===== src/rtl/cim_bus_rx_if.sv =====
// Bus seen by every CiM receive endpoint: opcode, destination and three payload words.
interface cim_bus_rx_if #(
    parameter int unsigned NUM_CIMS     = 64,
    parameter int unsigned N_STORAGE    = 16,
    parameter int unsigned BUS_OP_WIDTH = 3
);
    localparam int unsigned TGT_W = (NUM_CIMS > 1) ? $clog2(NUM_CIMS) : 1;

    logic [BUS_OP_WIDTH-1:0]     bus_op;
    logic signed [N_STORAGE-1:0] bus_data [3];
    logic [TGT_W-1:0]            bus_target_or_sender;

    modport master (output bus_op, output bus_data, output bus_target_or_sender);
    modport slave  (input  bus_op, input  bus_data, input  bus_target_or_sender);
endinterface


===== src/rtl/cim_bus_rx.sv =====
// Per-CiM bus responder: serializes parameter streams into memory writes and captures this
// CiM's patch samples. Define CIM_BUS_RX_STATS_EN to add saturating activity counters.
module cim_bus_rx #(
    parameter int unsigned ID           = 0,
    parameter int unsigned NUM_CIMS     = 64,
    parameter int unsigned N_STORAGE    = 16,
    parameter int unsigned MEM_DEPTH    = 1024,
    parameter int unsigned PATCH_LEN    = 64,
    parameter int unsigned NUM_PATCHES  = 60,
    parameter int unsigned PATCH_BASE   = 0,
    parameter int unsigned BUS_OP_WIDTH = 3,
    localparam int unsigned ADDR_W      = $clog2(MEM_DEPTH)
) (
    input  logic                        clk,
    input  logic                        rst_n,
    cim_bus_rx_if.slave                 i_bus,
    output logic                        o_mem_wr_en,
    output logic [ADDR_W-1:0]           o_mem_wr_addr,
    output logic signed [N_STORAGE-1:0] o_mem_wr_data,
    output logic                        o_pistol_start,
    output logic                        o_is_ready,
    output logic                        o_err_overrun
`ifdef CIM_BUS_RX_STATS_EN
    ,
    output logic [15:0]                 o_stat_words_written,
    output logic [15:0]                 o_stat_ops_decoded
`endif
);
    localparam int unsigned TGT_W    = (NUM_CIMS > 1) ? $clog2(NUM_CIMS) : 1;
    localparam int unsigned TOTAL    = NUM_PATCHES * PATCH_LEN;
    localparam int unsigned SAMPLE_W = $clog2(TOTAL + 1);
    localparam int unsigned PATCH_LO = ID * PATCH_LEN;

    localparam logic [BUS_OP_WIDTH-1:0] OP_NOP         = BUS_OP_WIDTH'(0);
    localparam logic [BUS_OP_WIDTH-1:0] OP_STREAM_START = BUS_OP_WIDTH'(1);
    localparam logic [BUS_OP_WIDTH-1:0] OP_STREAM      = BUS_OP_WIDTH'(2);
    localparam logic [BUS_OP_WIDTH-1:0] OP_PATCH_START = BUS_OP_WIDTH'(3);
    localparam logic [BUS_OP_WIDTH-1:0] OP_PATCH       = BUS_OP_WIDTH'(4);
    localparam logic [BUS_OP_WIDTH-1:0] OP_PISTOL      = BUS_OP_WIDTH'(5);

    typedef enum logic [1:0] {StIdle, StParam, StPatch} state_e;

    state_e                      r_state, w_state_d;
    logic [ADDR_W-1:0]           r_wr_ptr, w_wr_ptr_d, w_wr_ptr_inc;
    logic [N_STORAGE-1:0]        r_remaining, w_remaining_d;
    logic signed [N_STORAGE-1:0] r_buf [3];
    logic signed [N_STORAGE-1:0] w_buf_d [3];
    logic [1:0]                  r_buf_cnt, w_buf_cnt_d, r_buf_idx, w_buf_idx_d, w_take;
    logic [SAMPLE_W-1:0]         r_sample_idx, w_sample_idx_d;
    logic                        r_mem_wr_en, w_mem_wr_en_d;
    logic [ADDR_W-1:0]           r_mem_wr_addr, w_mem_wr_addr_d;
    logic signed [N_STORAGE-1:0] r_mem_wr_data, w_mem_wr_data_d;
    logic                        r_pistol, r_is_ready, w_is_ready_d, r_err, w_err_d;
    logic                        w_op_start, w_op_data, w_op_pstart, w_op_psample, w_op_pistol;
    logic                        w_to_me, w_accept;
    logic [31:0]                 w_patch_off;

    // Unknown or unassigned opcodes fall through to the default and behave as NOP.
    always_comb begin
        w_op_start   = 1'b0;
        w_op_data    = 1'b0;
        w_op_pstart  = 1'b0;
        w_op_psample = 1'b0;
        w_op_pistol  = 1'b0;
        case (i_bus.bus_op)
            OP_STREAM_START: w_op_start   = 1'b1;
            OP_STREAM:       w_op_data    = 1'b1;
            OP_PATCH_START:  w_op_pstart  = 1'b1;
            OP_PATCH:        w_op_psample = 1'b1;
            OP_PISTOL:       w_op_pistol  = 1'b1;
            OP_NOP:          ;
            default:         ;
        endcase
    end

    assign w_to_me      = (i_bus.bus_target_or_sender == TGT_W'(ID));
    assign w_wr_ptr_inc = (r_wr_ptr == ADDR_W'(MEM_DEPTH - 1)) ? '0 : r_wr_ptr + 1'b1;
    assign w_take       = (r_remaining >= N_STORAGE'(3)) ? 2'd3 : r_remaining[1:0];
    // Unsigned offset wraps for samples below this patch, so one compare covers both bounds.
    assign w_patch_off  = 32'(r_sample_idx) - PATCH_LO;

    always_comb begin
        w_state_d       = r_state;
        w_wr_ptr_d      = r_wr_ptr;
        w_remaining_d   = r_remaining;
        w_buf_d         = r_buf;
        w_buf_cnt_d     = r_buf_cnt;
        w_buf_idx_d     = r_buf_idx;
        w_sample_idx_d  = r_sample_idx;
        w_mem_wr_en_d   = 1'b0;
        w_mem_wr_addr_d = r_mem_wr_addr;
        w_mem_wr_data_d = r_mem_wr_data;
        w_err_d         = r_err;
        w_accept        = w_op_pistol;

        if ((r_state != StPatch) && w_op_start && w_to_me) begin
            w_accept      = 1'b1;
            w_wr_ptr_d    = i_bus.bus_data[0][ADDR_W-1:0];
            w_remaining_d = i_bus.bus_data[1];
            w_buf_cnt_d   = 2'd0;
            w_buf_idx_d   = 2'd0;
            w_state_d     = (i_bus.bus_data[1] != '0) ? StParam : StIdle;
        end else begin
            case (r_state)
                StIdle: begin
                    if (w_op_pstart) begin
                        w_accept       = 1'b1;
                        w_sample_idx_d = '0;
                        w_state_d      = StPatch;
                    end
                end
                StParam: begin
                    if (r_buf_cnt != 2'd0) begin
                        w_mem_wr_en_d   = 1'b1;
                        w_mem_wr_addr_d = r_wr_ptr;
                        w_mem_wr_data_d = r_buf[r_buf_idx];
                        w_buf_idx_d     = r_buf_idx + 2'd1;
                        w_buf_cnt_d     = r_buf_cnt - 2'd1;
                        if (w_op_data && w_to_me) w_err_d = 1'b1;
                    end else if (w_op_data && w_to_me) begin
                        // Word 0 goes straight out; the rest wait in the holding buffer.
                        w_accept        = 1'b1;
                        w_mem_wr_en_d   = 1'b1;
                        w_mem_wr_addr_d = r_wr_ptr;
                        w_mem_wr_data_d = i_bus.bus_data[0];
                        w_buf_d         = i_bus.bus_data;
                        w_buf_idx_d     = 2'd1;
                        w_buf_cnt_d     = w_take - 2'd1;
                    end
                    if (w_mem_wr_en_d) begin
                        w_wr_ptr_d    = w_wr_ptr_inc;
                        w_remaining_d = r_remaining - 1'b1;
                        if (r_remaining == N_STORAGE'(1)) begin
                            w_state_d   = StIdle;
                            w_buf_cnt_d = 2'd0;
                        end
                    end
                end
                StPatch: begin
                    if (w_op_psample) begin
                        w_accept       = 1'b1;
                        w_sample_idx_d = r_sample_idx + 1'b1;
                        if (w_patch_off < PATCH_LEN) begin
                            w_mem_wr_en_d   = 1'b1;
                            w_mem_wr_addr_d = ADDR_W'(PATCH_BASE + w_patch_off);
                            w_mem_wr_data_d = i_bus.bus_data[0];
                        end
                        if (32'(r_sample_idx) == TOTAL - 1) w_state_d = StIdle;
                    end else if (w_op_start || w_op_data || w_op_pstart) begin
                        w_err_d   = 1'b1;
                        w_state_d = StIdle;
                    end
                end
                default: w_state_d = StIdle;
            endcase
        end
        w_is_ready_d = (w_state_d == StIdle) && !w_mem_wr_en_d;
    end

    always_ff @(posedge clk) begin
        if (!rst_n) begin
            r_state       <= StIdle;
            r_wr_ptr      <= '0;
            r_remaining   <= '0;
            r_buf         <= '{default: '0};
            r_buf_cnt     <= 2'd0;
            r_buf_idx     <= 2'd0;
            r_sample_idx  <= '0;
            r_mem_wr_en   <= 1'b0;
            r_mem_wr_addr <= '0;
            r_mem_wr_data <= '0;
            r_pistol      <= 1'b0;
            r_is_ready    <= 1'b1;
            r_err         <= 1'b0;
        end else begin
            r_state       <= w_state_d;
            r_wr_ptr      <= w_wr_ptr_d;
            r_remaining   <= w_remaining_d;
            r_buf         <= w_buf_d;
            r_buf_cnt     <= w_buf_cnt_d;
            r_buf_idx     <= w_buf_idx_d;
            r_sample_idx  <= w_sample_idx_d;
            r_mem_wr_en   <= w_mem_wr_en_d;
            r_mem_wr_addr <= w_mem_wr_addr_d;
            r_mem_wr_data <= w_mem_wr_data_d;
            r_pistol      <= w_op_pistol;
            r_is_ready    <= w_is_ready_d;
            r_err         <= w_err_d;
        end
    end

    assign o_mem_wr_en    = r_mem_wr_en;
    assign o_mem_wr_addr  = r_mem_wr_addr;
    assign o_mem_wr_data  = r_mem_wr_data;
    assign o_pistol_start = r_pistol;
    assign o_is_ready     = r_is_ready;
    assign o_err_overrun  = r_err;

`ifdef CIM_BUS_RX_STATS_EN
    logic [15:0] r_stat_words, r_stat_ops;

    always_ff @(posedge clk) begin
        if (!rst_n) begin
            r_stat_words <= '0;
            r_stat_ops   <= '0;
        end else begin
            if (w_mem_wr_en_d && (r_stat_words != 16'hFFFF)) r_stat_words <= r_stat_words + 16'd1;
            if (w_accept && (r_stat_ops != 16'hFFFF)) r_stat_ops <= r_stat_ops + 16'd1;
        end
    end

    assign o_stat_words_written = r_stat_words;
    assign o_stat_ops_decoded   = r_stat_ops;
`else
    logic w_unused_accept;
    assign w_unused_accept = w_accept;
`endif
endmodule


===== src/flat_wrapper.sv =====
// flat-port wrapper written by rule: the top's interface ports become plain ports
module cim_bus_rx_flat 
#(
    parameter int unsigned ID           = 0,
    parameter int unsigned NUM_CIMS     = 64,
    parameter int unsigned N_STORAGE    = 16,
    parameter int unsigned MEM_DEPTH    = 1024,
    parameter int unsigned PATCH_LEN    = 64,
    parameter int unsigned NUM_PATCHES  = 60,
    parameter int unsigned PATCH_BASE   = 0,
    parameter int unsigned BUS_OP_WIDTH = 3,
    localparam int unsigned ADDR_W      = $clog2(MEM_DEPTH)
)
  (clk, rst_n, o_mem_wr_en, o_mem_wr_addr, o_mem_wr_data, o_pistol_start, o_is_ready, o_err_overrun, i_bus_bus_op, i_bus_bus_data, i_bus_bus_target_or_sender);
  cim_bus_rx_if #(.NUM_CIMS(NUM_CIMS), .N_STORAGE(N_STORAGE), .BUS_OP_WIDTH(BUS_OP_WIDTH)) i_bus_i ();
  input  logic clk;
  input  logic rst_n;
  output logic o_mem_wr_en;
  output logic [ADDR_W-1:0] o_mem_wr_addr;
  output logic signed [N_STORAGE-1:0] o_mem_wr_data;
  output logic o_pistol_start;
  output logic o_is_ready;
  output logic o_err_overrun;
  input wire logic [$bits(i_bus_i.bus_op)-1:0] i_bus_bus_op;
  input wire logic [$bits(i_bus_i.bus_data)-1:0] i_bus_bus_data;
  input wire logic [$bits(i_bus_i.bus_target_or_sender)-1:0] i_bus_bus_target_or_sender;
  assign i_bus_i.bus_op = i_bus_bus_op;
  assign i_bus_i.bus_data = {>>{i_bus_bus_data}};
  assign i_bus_i.bus_target_or_sender = i_bus_bus_target_or_sender;
  cim_bus_rx #(.ID(ID), .NUM_CIMS(NUM_CIMS), .N_STORAGE(N_STORAGE), .MEM_DEPTH(MEM_DEPTH), .PATCH_LEN(PATCH_LEN), .NUM_PATCHES(NUM_PATCHES), .PATCH_BASE(PATCH_BASE), .BUS_OP_WIDTH(BUS_OP_WIDTH)) u_core (.clk(clk), .rst_n(rst_n), .i_bus(i_bus_i), .o_mem_wr_en(o_mem_wr_en), .o_mem_wr_addr(o_mem_wr_addr), .o_mem_wr_data(o_mem_wr_data), .o_pistol_start(o_pistol_start), .o_is_ready(o_is_ready), .o_err_overrun(o_err_overrun));
endmodule

===== config.mk =====
export PLATFORM = sky130hd
export DESIGN_NAME = cim_bus_rx_flat
export DESIGN_NICKNAME = d
export VERILOG_FILES = /design/src/rtl/cim_bus_rx_if.sv /design/src/rtl/cim_bus_rx.sv /design/src/flat_wrapper.sv
export SDC_FILE = /design/constraint.sdc
export NUM_CORES = 1
export LEC_CHECK = 0
export BUFFER_PORTS_ARGS = -buffer_cell sky130_fd_sc_hd__buf_4
export CAP_MARGIN = 20
export CORE_MARGIN = 8
export CORE_UTILIZATION = 28
export CTS_BUF_LIST = sky130_fd_sc_hd__clkbuf_2 sky130_fd_sc_hd__clkbuf_4 sky130_fd_sc_hd__clkbuf_8
export DETAILED_ROUTE_END_ITERATION = 10
export PLACE_DENSITY = 0.45
export SLEW_MARGIN = 20
export SYNTH_ARGS = -nofsm -noshare
export SYNTH_HDL_FRONTEND = slang
export SYNTH_SLANG_ARGS = --single-unit

===== constraint.sdc =====
create_clock -name clk -period 5.3 [get_ports clk]
set_clock_uncertainty 0.15 [all_clocks]
set_input_delay 0.53 -clock clk [delete_from_list [all_inputs] [get_ports clk]]
set_output_delay 0.53 -clock clk [all_outputs]
set_load 0.01 [all_outputs]

==> metrics.md, run 1 <==
| Metric | Value |
|---|---|
| Number of setup violations in the final report | `0` |
| Min-Delay Path Depth | `3` |
| Number of nets with antenna violations after detailed routing | `0` |
| Number of enable-type register cells in the synthesized netlist | `0` |
| Master of the slowest instance on the critical path | `sky130_fd_sc_hd__ha_1` |
| Cell chosen for the clock root | `sky130_fd_sc_hd__clkbuf_8` |
| Remaining Overflow, GRT | `0` |
| Critical path cell sequence | `inv_1, ha_1, nor4b_1, nand3_1, buf_4, o2111a_1, buf_4, nor2_1, a211oi_1` |
| Yosys warning total | `0` |
| Post-Synth Simple-Gate Area | `around 23%` |
| # Post-CTS Setup Buffers | `0` |
| Top fanout value on the critical path | `slightly above 40` |
| Detailed-route vias per instance | `5.06` |
| Final hold violations | `0` |
| Setup repair after global routing missed its margin | `no` |
| First-pass DRT Iterations | `5` |
| DR DRC count | `0` |
| Post-synthesis share of cell area spent on full adders, half adders and majority gates | `1.93%` |
| Delay of the slowest cell on the worst path | `between 0.8 and 0.9 ns` |
| First-pass GRT wire length | `29600 µm` |
| Post-CTS resize count | `0` |
| Data required time at the worst endpoint | `roughly 5.5 ns` |
| Async SR Flop Fraction | `0%` |
| Total routed wirelength | `roughly 18000 µm` |
| Most repeated library cell on the critical path | `sky130_fd_sc_hd__buf_4` |
| Max Cap Viol | `0` |
| Power Density | `slightly below 300 mW/mm²` |
| IR Drop Worst-Case VDD | `roughly 190 µV` |
| Element type at the critical path end | `flip-flop` |
| Post-route clock period utilization | `between 60% and 70%` |
| Post-detailed-placement half-perimeter wirelength | `approximately 13000 µm` |
| Combined global-route utilization of all metal layers | `~14%` |
| Sequential element share of the synthesized area | `41.8%` |
| Cells on worst reg2reg path | `9` |
| Post-Synthesis Net Count | `778` |
| Final-report max-slew violation count | `0` |
| Starting utilization of the core area | `around 28%` |
| Synth Instances | `slightly above 700` |
| Mean instance size in the synthesized netlist | `8.22 µm²` |
| Count of distinct cell types in the synthesized netlist | `56` |
| Overall die height | `approximately 160 µm` |
| Buffer depth of the longest clock path | `2` |
| DIE AREA | `around 0.026 mm²` |
| Type of the worst setup path | `flip-flop to flip-flop` |
| Xor and xnor area share after synthesis | `4.20%` |
| Time the final worst path needs with I/O delays and setup | `between 3 and 4 ns` |
| Worst slack at placement | `around 2 ns` |
| Leakage | `between 0.002 and 0.0025 µW` |
| Classification of the worst-slack hold path | `input pin to flip-flop` |
| Clock tree from TritonCTS | `yes` |
| CTS Hold Buffers Added | `0` |
| Final weighted congestion of routability-driven global placement | `slightly below 0.8` |
| Count of buffer and inverter cells on the critical path | `3` |
| Least-Margin Pin Slew | `about 1.1 ns` |
| Wirelength per Cell | `around 17 µm` |
| Clock-pin slew of the registers on the worst-case setup and hold paths | `around 0.07 ns` |
| Via count of the first global-routing pass | `~5.4k` |
| Number of design-rule violations left by the first detailed-router iteration | `between 300 and 400` |
| Pin count of the biggest net entering global routing | `57` |
| Number of port buffers | `88` |
| Insertion delay to the later sink of the worst-skew pair | `0.43 ns` |
| IO Count | `89` |
| Multiplexer share of the synthesized area | `4.80%` |
| Aggregate negative setup slack | `0 ns` |
| Count of inserted antenna diode cells | `0` |
| Slew Limit Headroom | `approximately 30%` |
| Final Net Count | `~840` |
| H-tree levels | `4` |
| Most frequently used flop master after synthesis | `sky130_fd_sc_hd__dfxtp_1` |
| Number of register bits inferred by synthesis | `around 120` |
| Max Clk Rate | `298 MHz` |
| Worst Hold Slack | `about 0.20 ns` |
| Fraction of final layout cells with drive strength greater than 1 | `between 10% and 20%` |
| End-of-flow core utilization | `approximately 35%` |
| Startpoint type of the worst setup path | `flip-flop` |
| Synth Cell Area | `~0.0058 mm²` |
| TritonCTS buffer count | `17` |
| Antenna violations before repair | `0` |
| X dimension of the die | `approximately 160 µm` |
| Crit path arrival time | `3.54 ns` |
| CP top delay family | `adder cells` |
| Critical path depth | `9` |
| Worst Setup Slack, final | `approximately 1.9 ns` |
| Total vias in the final route | `roughly 5.4k` |
| Std cell rows | `53` |
| Share of the synthesized area in compound gates (AO/OA/AOI/OAI) | `between 10% and 20%` |
| Core region area | `a little over 0.02 mm²` |
| Run status | `finished, final reports clean` |
| Area Overhead vs Synth | `22.8%` |
| Dominant combinational cell family by area after synthesis | `simple AND/OR/NAND/NOR gates` |
| Total clock sinks | `~120` |
routing by layer:
layer | routed length [µm] | part of all wire, % | GRT usage [%]
met4 | 253 | 1.4 | 5.18
met5 | 0 | 0 | 0
met3 | 959 | 5.2 | 3.07
met2 | 8420 | 46 | 22.2
met1 | 8830 | 48 | 19.2
cell families (layout without fill, tap and decap cells):
kind of cell,count (synthesis),count (layout)
and+or+nand+nor,294,294
AOI/OAI and AO/OA,170,170
DFF,122,122
buffers and inverters,59,136
xor gates and xnor gates,28,28
muxes,28,28
adders and majority gates,9,9
registers in the layout, summed over array words and instances (netlist names), 2 cells and up:
| signal | count |
|---|---|
| u_core.r_buf_idx | 2 |
| u_core.r_wr_ptr | 10 |
| u_core.r_sample_idx | 12 |
| u_core.r_buf | 48 |
| u_core.r_remaining | 16 |
| u_core.o_mem_wr_addr | 10 |
| u_core.r_state | 2 |
| u_core.o_mem_wr_data | 16 |
| u_core.r_buf_cnt | 2 |
final cells by class:
type | count | area, µm²
sequential | 122 | 2440
clock inverter | 7 | 185
clock buffer | 24 | 312
inverter | 9 | 33.8
fill | 2207 | 13600
multi-input combinational | 529 | 3130
timing repair buffer | 96 | 721
tap | 275 | 344
worst min-delay path, delay by kind of cell:
family                 cells  cell delay, ns
and+or+nand+nor            1            0.05
buffers and inverters      1            0.11
AOI/OAI and AO/OA          1            0.05
final timing paths:
path | slack (ns) | to | startpoint
setup reg to reg | 1.95 | u_core.o_mem_wr_addr[2] | u_core.r_state[0]
hold reg to reg | 0.31 | u_core.o_mem_wr_data[4] | u_core.o_mem_wr_data[4]
hold / removal | 0.20 | u_core.r_buf[0] | i_bus_bus_data[0]
setup / recovery | 1.95 | u_core.o_mem_wr_addr[2] | u_core.r_state[0]
cell usage in the layout, fill, tap and decap left out, types with 3 or more instances in the layout:
cell type / n
sky130_fd_sc_hd__nor3_1: 13
sky130_fd_sc_hd__nand4b_1: 5
sky130_fd_sc_hd__nor3b_1: 4
sky130_fd_sc_hd__and3_1: 5
sky130_fd_sc_hd__clkbuf_4: 3
sky130_fd_sc_hd__nor4_1: 10
sky130_fd_sc_hd__nand3_1: 22
sky130_fd_sc_hd__nand2_1: 147
sky130_fd_sc_hd__o211ai_1: 17
sky130_fd_sc_hd__o221ai_1: 16
sky130_fd_sc_hd__inv_1: 8
sky130_fd_sc_hd__a31oi_1: 3
sky130_fd_sc_hd__a21oi_1: 78
sky130_fd_sc_hd__ha_1: 9
sky130_fd_sc_hd__o21ai_0: 9
sky130_fd_sc_hd__a22oi_1: 5
sky130_fd_sc_hd__buf_4: 96
sky130_fd_sc_hd__a211oi_1: 18
sky130_fd_sc_hd__nand4_1: 12
sky130_fd_sc_hd__a211oi_2: 4
sky130_fd_sc_hd__nor2_1: 58
sky130_fd_sc_hd__xnor2_1: 5
sky130_fd_sc_hd__clkbuf_8: 21
sky130_fd_sc_hd__bufinv_16: 6
sky130_fd_sc_hd__xor2_1: 23
sky130_fd_sc_hd__dfxtp_1: 121
sky130_fd_sc_hd__mux2i_1: 28
cell usage after synthesis (9+ instances only):
cell	count	area share [%]
sky130_fd_sc_hd__o221ai_1	16	2.4
sky130_fd_sc_hd__nand2_1	147	9.4
sky130_fd_sc_hd__nand4_1	12	1.3
sky130_fd_sc_hd__buf_2	14	1.2
sky130_fd_sc_hd__nor4_1	10	1.1
sky130_fd_sc_hd__xor2_1	23	3.4
sky130_fd_sc_hd__clkbuf_1	28	1.8
sky130_fd_sc_hd__ha_1	9	1.9
sky130_fd_sc_hd__a211oi_1	18	2.3
sky130_fd_sc_hd__nor3_1	13	1.1
sky130_fd_sc_hd__dfxtp_1	122	42
sky130_fd_sc_hd__nand3_1	22	1.9
sky130_fd_sc_hd__mux2i_1	28	4.8
sky130_fd_sc_hd__o21ai_0	9	0.77
sky130_fd_sc_hd__a21oi_1	78	6.7
sky130_fd_sc_hd__nor2_1	59	3.8
sky130_fd_sc_hd__o211ai_1	17	2.2
power breakdown:
part,switching [µW],leakage [µW],internal [µW]
sequential,8.28,0.000985,929
clock,363,0.000254,672
combinational,75.7,0.00120,62.5
through the flow:
stage | total power [µW] | area [µm²] | instances
2_1_floorplan | 1020 | 5840 | 710
3_3_place_gp | 1100 | 6670 | 1031
3_5_place_dp | 1100 | 6670 | 1031
4_1_cts | 2140 | 7170 | 1062
5_1_grt | 2190 | 7170 | 1062
6_report | 2110 | 7170 | 1062
No activity file was read; power rests on OpenSTA's default activity.
==> inputs of run 2 (changes only) <==
--- a/config.mk
+++ b/config.mk
@@ -11,7 +11,7 @@
 export CORE_UTILIZATION = 28
 export CTS_BUF_LIST = sky130_fd_sc_hd__clkbuf_2 sky130_fd_sc_hd__clkbuf_4 sky130_fd_sc_hd__clkbuf_8
 export DETAILED_ROUTE_END_ITERATION = 10
-export PLACE_DENSITY = 0.45
+export PLACE_DENSITY = 0.47
 export SLEW_MARGIN = 20
 export SYNTH_ARGS = -nofsm -noshare
 export SYNTH_HDL_FRONTEND = slang
==> constraint.sdc (replaced) <==
create_clock -name clk -period 2.8 [get_ports clk]
set_clock_uncertainty 0.15 [all_clocks]
set_input_delay 0.28 -clock clk [delete_from_list [all_inputs] [get_ports clk]]
set_output_delay 0.28 -clock clk [all_outputs]
set_load 0.01 [all_outputs]
==> metrics.md, run 2 (synthesis results as in run 1) <==
| Metric | Value |
|---|---|
| Run status | `finished, final reports clean` |
| Starting utilization of the core area | `28.1% (unchanged)` |
| Area Overhead vs Synth | `31.6%` |
| Beginning of the worst register-to-register path | `u_core.r_state[0]` |
| First element of the critical path | `u_core.r_state[0]` |
| Time the final worst path needs with I/O delays and setup | `2.30 ns (-1.05 ns)` |
| Number of design-rule violations left by the first detailed-router iteration | `338 (+1.5%)` |
| X dimension of the die | `160 µm (unchanged)` |
| Master of the slowest instance on the critical path | `sky130_fd_sc_hd__or4bb_1` |
| Count of inserted antenna diode cells | `0 (unchanged)` |
| CP top delay family | `simple AND/OR/NAND/NOR gates` |
| Combined flip-flop and latch cell area | `0.00244 mm² (about the same)` |
| Filler cell count in the final layout | `2185 (-1.0%)` |
| Data required time at the worst endpoint | `2.98 ns (-2.51 ns)` |
| Final hold violations | `0 (unchanged)` |
| Via count of the first global-routing pass | `5512 (+2.7%)` |
| H-tree levels | `4 (unchanged)` |
| IO Count | `89 (unchanged)` |
| Remaining Overflow, GRT | `0 (unchanged)` |
| First-pass DRT Iterations | `4 (-1)` |
| Total vias in the final route | `5530 (+2.9%)` |
| DR DRC count | `0 (unchanged)` |
| Total clock sinks | `122 (unchanged)` |
| Delay of the slowest cell on the worst path | `0.57 ns (-0.28 ns)` |
| Post-detailed-placement half-perimeter wirelength | `12800 µm (-3.7%)` |
| Post-Place Cell Area | `0.00679 mm² (+1.8%)` |
| Top fanout value on the critical path | `10 (-76%)` |
| Buffer depth of the longest clock path | `2 (unchanged)` |
| Post-CTS resize count | `0 (unchanged)` |
| Least-Margin Pin Slew | `0.603 ns (-0.452 ns)` |
| DIE AREA | `0.0257 mm² (unchanged)` |
| Element type at the critical path end | `flip-flop` |
| Clock-pin slew of the registers on the worst-case setup and hold paths | `0.07 ns (about the same)` |
| Area of the multi-input gates | `0.00313 mm² (unchanged)` |
| Classification of the worst-slack hold path | `input pin to flip-flop` |
| TritonCTS buffer count | `17 (unchanged)` |
| Overall die height | `160 µm (unchanged)` |
| Fraction of final layout cells with drive strength greater than 1 | `18.0% (-0.043 points)` |
| Total routed wirelength | `18900 µm (+2.3%)` |
| Count of placed standard cells including taps | `1042 (+1.1%)` |
| Cell chosen for the clock root | `sky130_fd_sc_hd__clkbuf_8` |
| Largest Register | `u_core.r_buf` |
| Startpoint of the worst hold path | `i_bus_bus_op[1]` |
| Aggregate negative setup slack | `0 ns (unchanged)` |
| First-pass GRT wire length | `30500 µm (+3.1%)` |
| Detailed-route vias per instance | `4.92 (-2.9%)` |
| Startpoint type of the worst setup path | `flip-flop` |
| Wirelength per Cell | `16.8 µm (-3.4%)` |
| Power Density | `472 mW/mm² (+60%)` |
| IR Drop Worst-Case VDD | `285 µV (+47%)` |
| Count of placed standard cells in the final layout, fillers left out | `1125 (+5.9%)` |
| Insertion delay to the later sink of the worst-skew pair | `0.44 ns (about the same)` |
| Critical path cell sequence | `inv_1, ha_1, or4bb_1, o22ai_2, and4b_1, xnor2_1, nor2_1` |
| Commonest cells after routing, fill and taps aside | `sky130_fd_sc_hd__nand2_1, sky130_fd_sc_hd__dfxtp_1, sky130_fd_sc_hd__buf_4` |
| Crit path arrival time | `2.49 ns (-1.05 ns)` |
| Type of the worst setup path | `flip-flop to flip-flop` |
| Final Net Count | `905 (+7.4%)` |
| Leakage | `0.00266 µW (+9.1%)` |
| Number of port buffers | `88 (unchanged)` |
| Number of nets with antenna violations after detailed routing | `0 (unchanged)` |
| Antenna violations before repair | `0 (unchanged)` |
| Post-route clock period utilization | `82.2% (+19 points)` |
| Flip-flop count of the largest register after layout | `48 (unchanged)` |
| Pin count of the biggest net entering global routing | `83 (+46%)` |
| Max Clk Rate | `434 MHz (+46%)` |
| Final weighted congestion of routability-driven global placement | `0.796 (+3.4%)` |
| Count of buffer and inverter cells on the critical path | `1 (-2)` |
| Clock tree from TritonCTS | `yes` |
| Final-report max-slew violation count | `0 (unchanged)` |
| Std cell rows | `53 (unchanged)` |
| Commonest non-fill, non-tap cell in the layout | `sky130_fd_sc_hd__nand2_1` |
| Max Cap Viol | `0 (unchanged)` |
| Slew Limit Headroom | `58.8% (+29 points)` |
| # Post-CTS Setup Buffers | `0 (unchanged)` |
| Core region area | `0.0208 mm² (unchanged)` |
| Setup repair after global routing missed its margin | `no` |
| Combined global-route utilization of all metal layers | `14.9% (+0.53 points)` |
| Number of setup violations in the final report | `0 (unchanged)` |
| Final std cell area, no fill | `0.00768 mm² (+7.2%)` |
-- run 2: final cells by class --
class	instances	area share, %
Clock buffer	22	3.78
Inverter	9	0.440
Tap cell	275	4.48
Multi-Input combinational cell	529	40.7
Timing Repair Buffer	158	17.6
Sequential cell	122	31.8
Clock inverter	10	1.19
-- run 2: where the power goes --
part	leakage (µW)	internal, µW	switching (µW)
Sequential	0.000984	1760	14.7
Clock	0.000196	791	733
Combinational	0.00148	170	163
Total	0.00266	2720	911
-- run 2: per-stage QoR --
stage / utilization, % / power, µW / hold slack (ns) / worst slack, ns
3_3_place_gp: 32.7 / 2090 / 0.292 / 0.449
4_1_cts: 37.0 / 3690 / 0.224 / 0.456
3_5_place_dp: 32.7 / 2100 / 0.296 / 0.470
2_1_floorplan: - / 1930 / 0.260 / 0.607
6_report: 37.0 / 3630 / 0.266 / 0.497
5_1_grt: 37.0 / 3790 / 0.286 / 0.236
-- run 2: final timing paths --
kind / slack (ns) / depth (start not counted) / end
worst max-delay path: 0.50 / 7 / u_core.r_sample_idx[11]
worst min-delay path: 0.27 / 5 / u_core.r_sample_idx[0]
worst max register to register: 0.50 / 7 / u_core.r_sample_idx[11]
worst min register to register: 0.31 / 2 / u_core.r_buf[43]
-- run 2: tightest hold or removal path, stage by stage --
cell and delay, ns:
sky130_fd_sc_hd__buf_4 0.12, sky130_fd_sc_hd__or4bb_1 0.18, sky130_fd_sc_hd__nor3_1 0.06, sky130_fd_sc_hd__a21oi_1 0.12, sky130_fd_sc_hd__nor2_1 0.05
-- run 2: metal layers --
layer	track usage (%)	vias to the layer above	share of wire (%)
met5	0	-	0
met4	4.08	0	0.86
met3	3.25	11	3.4
met2	23.8	101	46
met1	19.7	2621	50
li1	-	2797	-
-- run 2: what timing repair did --
item	4_1_cts	5_1_grt
hold buffers	51	0
endpoints found under the setup margin	0	0
hold endpoints to repair	65	0
==> inputs of run 3 (changes only) <==
--- a/config.mk
+++ b/config.mk
@@ -5,13 +5,14 @@
 export SDC_FILE = /design/constraint.sdc
 export NUM_CORES = 1
 export LEC_CHECK = 0
+export ABC_AREA = 1
 export BUFFER_PORTS_ARGS = -buffer_cell sky130_fd_sc_hd__buf_4
 export CAP_MARGIN = 20
 export CORE_MARGIN = 8
 export CORE_UTILIZATION = 28
 export CTS_BUF_LIST = sky130_fd_sc_hd__clkbuf_2 sky130_fd_sc_hd__clkbuf_4 sky130_fd_sc_hd__clkbuf_8
 export DETAILED_ROUTE_END_ITERATION = 10
-export PLACE_DENSITY = 0.47
+export PLACE_DENSITY = 0.46
 export SLEW_MARGIN = 20
 export SYNTH_ARGS = -nofsm -noshare
 export SYNTH_HDL_FRONTEND = slang
==> constraint.sdc (replaced) <==
create_clock -name clk -period 2 [get_ports clk]
set_clock_uncertainty 0.15 [all_clocks]
set_input_delay 0.2 -clock clk [delete_from_list [all_inputs] [get_ports clk]]
set_output_delay 0.2 -clock clk [all_outputs]
set_load 0.01 [all_outputs]
==> metrics.md, run 3 <==
| Metric | Value |
|---|---|
| Number of setup violations in the final report | `0 (unchanged)` |
| Number of port buffers | `88 (unchanged)` |
| Remaining Overflow, GRT | `0 (unchanged)` |
| Top fanout value on the critical path | `6 (-4)` |
| DR DRC count | `0 (unchanged)` |
| Max Clk Rate | `between 500 and 600 MHz` |
| Cell chosen for the clock root | `sky130_fd_sc_hd__clkbuf_8` |
| Final weighted congestion of routability-driven global placement | `0.839 (+5.4%)` |
| Fraction of final layout cells with drive strength greater than 1 | `18.5% (+0.55 points)` |
| Count of distinct cell types in the synthesized netlist | `37 (-34%)` |
| Run status | `finished, final reports clean` |
| Final Net Count | `1171 (+29%)` |
| Number of enable-type register cells in the synthesized netlist | `0 (unchanged)` |
| Clock tree from TritonCTS | `yes` |
| Commonest cells after routing, fill and taps aside | `sky130_fd_sc_hd__nand2_1, sky130_fd_sc_hd__a21oi_1, sky130_fd_sc_hd__inv_1` |
| Number of nets with antenna violations after detailed routing | `0 (unchanged)` |
| Number of register bits inferred by synthesis | `122 (unchanged)` |
| Leakage | `0.00370 µW (+39%)` |
| Delay of the slowest cell on the worst path | `0.54 ns (-0.03 ns)` |
| Max Cap Viol | `0 (unchanged)` |
| Synth top area cells | `sky130_fd_sc_hd__dfxtp_1, sky130_fd_sc_hd__a21oi_1, sky130_fd_sc_hd__nand2_1` |
| Pin count of the biggest net entering global routing | `98 (+18%)` |
| Post-Place Cell Area | `0.00752 mm² (+11%)` |
| X dimension of the die | `167 µm (+4.1%)` |
| Time the final worst path needs with I/O delays and setup | `approximately 1.9 ns` |
| Startpoint type of the worst setup path | `input pin` |
| Antenna violations before repair | `0 (unchanged)` |
| Post-Synthesis Net Count | `1016 (+31%)` |
| Clock-pin slew of the registers on the worst-case setup and hold paths | `0.08 ns (about the same)` |
| Largest Register | `u_core.r_buf` |
| First-pass GRT wire length | `33600 µm (+9.9%)` |
| Synth Instances | `948 (+34%)` |
| Total vias in the final route | `6437 (+16%)` |
| Final std cell area, no fill | `0.00861 mm² (+12%)` |
| Core region area | `0.0225 mm² (+8.4%)` |
| Commonest non-fill, non-tap cell in the layout | `sky130_fd_sc_hd__nand2_1` |
| Starting utilization of the core area | `28.4% (+0.25 points)` |
| Slew Limit Headroom | `60.8% (+2.0 points)` |
| Buffer depth of the longest clock path | `2 (unchanged)` |
| Total clock sinks | `122 (unchanged)` |
| Area share of the largest cell type after synthesis | `38.2% (-3.6 points)` |
| Overall die height | `167 µm (+4.1%)` |
| Master of the slowest instance on the critical path | `sky130_fd_sc_hd__dlygate4sd3_1` |
| Detailed-route vias per instance | `4.59 (-6.5%)` |
| End-of-flow core utilization | `38.3% (+1.3 points)` |
| Most frequently used flop master after synthesis | `sky130_fd_sc_hd__dfxtp_1` |
| IR Drop Worst-Case VDD | `405 µV (+42%)` |
| Total routed wirelength | `21500 µm (+14%)` |
| Via count of the first global-routing pass | `6182 (+12%)` |
| Synth Cell Area | `0.00639 mm² (+9.4%)` |
| Final hold violations | `0 (unchanged)` |
| Least-Margin Pin Slew | `0.588 ns (-0.0148 ns)` |
| Count of inserted antenna diode cells | `0 (unchanged)` |
| Sequential element share of the synthesized area | `38.2% (-3.6 points)` |
| Insertion delay to the later sink of the worst-skew pair | `0.44 ns (about the same)` |
| Data required time at the worst endpoint | `2.18 ns (-0.80 ns)` |
| Element type at the critical path end | `flip-flop` |
| Std cell rows | `55 (+3.8%)` |
| Critical path cell sequence | `dlygate4sd3_1, buf_4, inv_2, nand3_1, o21ai_1, nand3_4, clkbuf_16, o21ai_0, a21oi_1` |
| Combined global-route utilization of all metal layers | `14.9% (about the same)` |
| Aggregate negative setup slack | `0 ns (unchanged)` |
| H-tree levels | `4 (unchanged)` |
| Post-route clock period utilization | `94.5%` |
| Worst Setup Slack, final | `0.110 ns (-0.387 ns)` |
| Mean instance size in the synthesized netlist | `6.74 µm² (-18%)` |
| Leading cell types by count after synthesis | `sky130_fd_sc_hd__nand2_1, sky130_fd_sc_hd__a21oi_1, sky130_fd_sc_hd__inv_1` |
| Number of design-rule violations left by the first detailed-router iteration | `339 (+0.30%)` |
| Post-layout total power | `5420 µW (+49%)` |
| Classification of the worst-slack hold path | `input pin to flip-flop` |
| Cell type with the largest total area after synthesis | `sky130_fd_sc_hd__dfxtp_1` |
| Most instantiated library cell after synthesis | `sky130_fd_sc_hd__nand2_1` |
| Wirelength per Cell | `15.3 µm (-8.7%)` |
| Area Overhead vs Synth | `34.9%` |
| TritonCTS buffer count | `17 (unchanged)` |
| Flip-flop count of the largest register after layout | `48 (unchanged)` |
| Yosys warning total | `0 (unchanged)` |
| Worst slack at placement | `0.0395 ns (-0.430 ns)` |
| Type of the worst setup path | `input pin to flip-flop` |
| Final-report max-slew violation count | `0 (unchanged)` |
| Crit path arrival time | `2.07 ns (-0.42 ns)` |
| DIE AREA | `0.0279 mm² (+8.4%)` |
| First-pass DRT Iterations | `5 (+1)` |
| IO Count | `89 (unchanged)` |
| Power Density | `629 mW/mm² (+33%)` |
| Async SR Flop Fraction | `0% (unchanged)` |
| Post-detailed-placement half-perimeter wirelength | `15100 µm (+17%)` |
run 3: cell count changes after synthesis, moves of 7 or more:
cell                       change
sky130_fd_sc_hd__a211oi_1     -18
sky130_fd_sc_hd__nor4_1        -7
sky130_fd_sc_hd__nand3_1      +13
sky130_fd_sc_hd__a21oi_1      +61
sky130_fd_sc_hd__o21ai_0      +83
sky130_fd_sc_hd__xor2_1       -13
sky130_fd_sc_hd__o211ai_1     -15
sky130_fd_sc_hd__o21ai_1      +28
sky130_fd_sc_hd__o221ai_1     -16
sky130_fd_sc_hd__mux2i_1      -28
sky130_fd_sc_hd__inv_2         +7
sky130_fd_sc_hd__nand2_1      +30
sky130_fd_sc_hd__nor2_1       +28
sky130_fd_sc_hd__inv_1       +121
run 3: repair_timing:
item | 4_1_cts | 5_1_grt
endpoints found under the setup margin | 0 | 65
hold buffers | 51 | 0
gates resized for setup | 0 | 20
buffers inserted | 0 | 4
hold endpoints to repair | 73 | 0
run 3: worst max-delay path, delay by kind of cell:
family                 cells  cell delay, ns
buffers and inverters      4            1.00
AND/OR/NAND/NOR            2            0.36
AO/OA/AOI/OAI              3            0.50
run 3: logic make-up (layout without fill, tap and decap cells):
kind of cell               Yosys count  after routing  synth area share (%)
and+or+nand+nor                    342            342                  24.2
DFF                                122            122                  38.2
xor gates and xnor gates            12             12                  1.65
AOI/OAI and AO/OA                  277            277                  22.3
adders and majority gates            9              9                  1.76
buffers and inverters              186            354                  11.9
run 3: cell type report:
class / count / area [µm²]
Timing Repair Buffer: 183 / 1650
Sequential cell: 122 / 2440
Multi-Input combinational cell: 640 / 3220
Fill cell: 2401 / 13900
Clock buffer: 20 / 256
Tap cell: 285 / 357
Timing Repair inverter: 1 / 5.00
Inverter: 138 / 527
Clock inverter: 12 / 150
run 3: metrics by stage:
stage / cells / hold WS (ns)
6_report: 1401 / 0.154
2_1_floorplan: 948 / 0.128
5_1_grt: 1401 / 0.156
4_1_cts: 1392 / 0.0979
3_5_place_dp: 1309 / 0.267
3_3_place_gp: 1309 / 0.265
run 3: report_power, final:
group / internal [µW] / leakage (µW) / total (µW) / switching, µW
sequential: 2470 / 0.000986 / 2490 / 23.1
combinational: 297 / 0.00251 / 599 / 302
clock: 1270 / 0.000203 / 2330 / 1060
total: 4030 / 0.00370 / 5420 / 1380
run 3: routing by layer:
layer	part of all wire [%]	global-route usage, %	vias up	routed length (µm)
met5	0	0	-	0
li1	-	-	3382	-
met4	0.58	3.25	0	124
met3	3.6	3.78	10	780
met1	51	20.4	2922	10900
met2	45	23.0	123	9650
run 3: worst paths after layout:
| check | slack (ns) | startpoint | depth (start not counted) | endpoint |
|---|---|---|---|---|
| worst max register to register | 0.12 | u_core.r_state[0] | 9 | u_core.o_mem_wr_data[0] |
| worst min register to register | 0.29 | u_core.r_buf[21] | 2 | u_core.r_buf[21] |
| worst min-delay path | 0.15 | i_bus_bus_target_or_sender[0] | 6 | u_core.o_err_overrun |
| worst max-delay path | 0.11 | i_bus_bus_op[1] | 9 | u_core.o_mem_wr_data[14] |
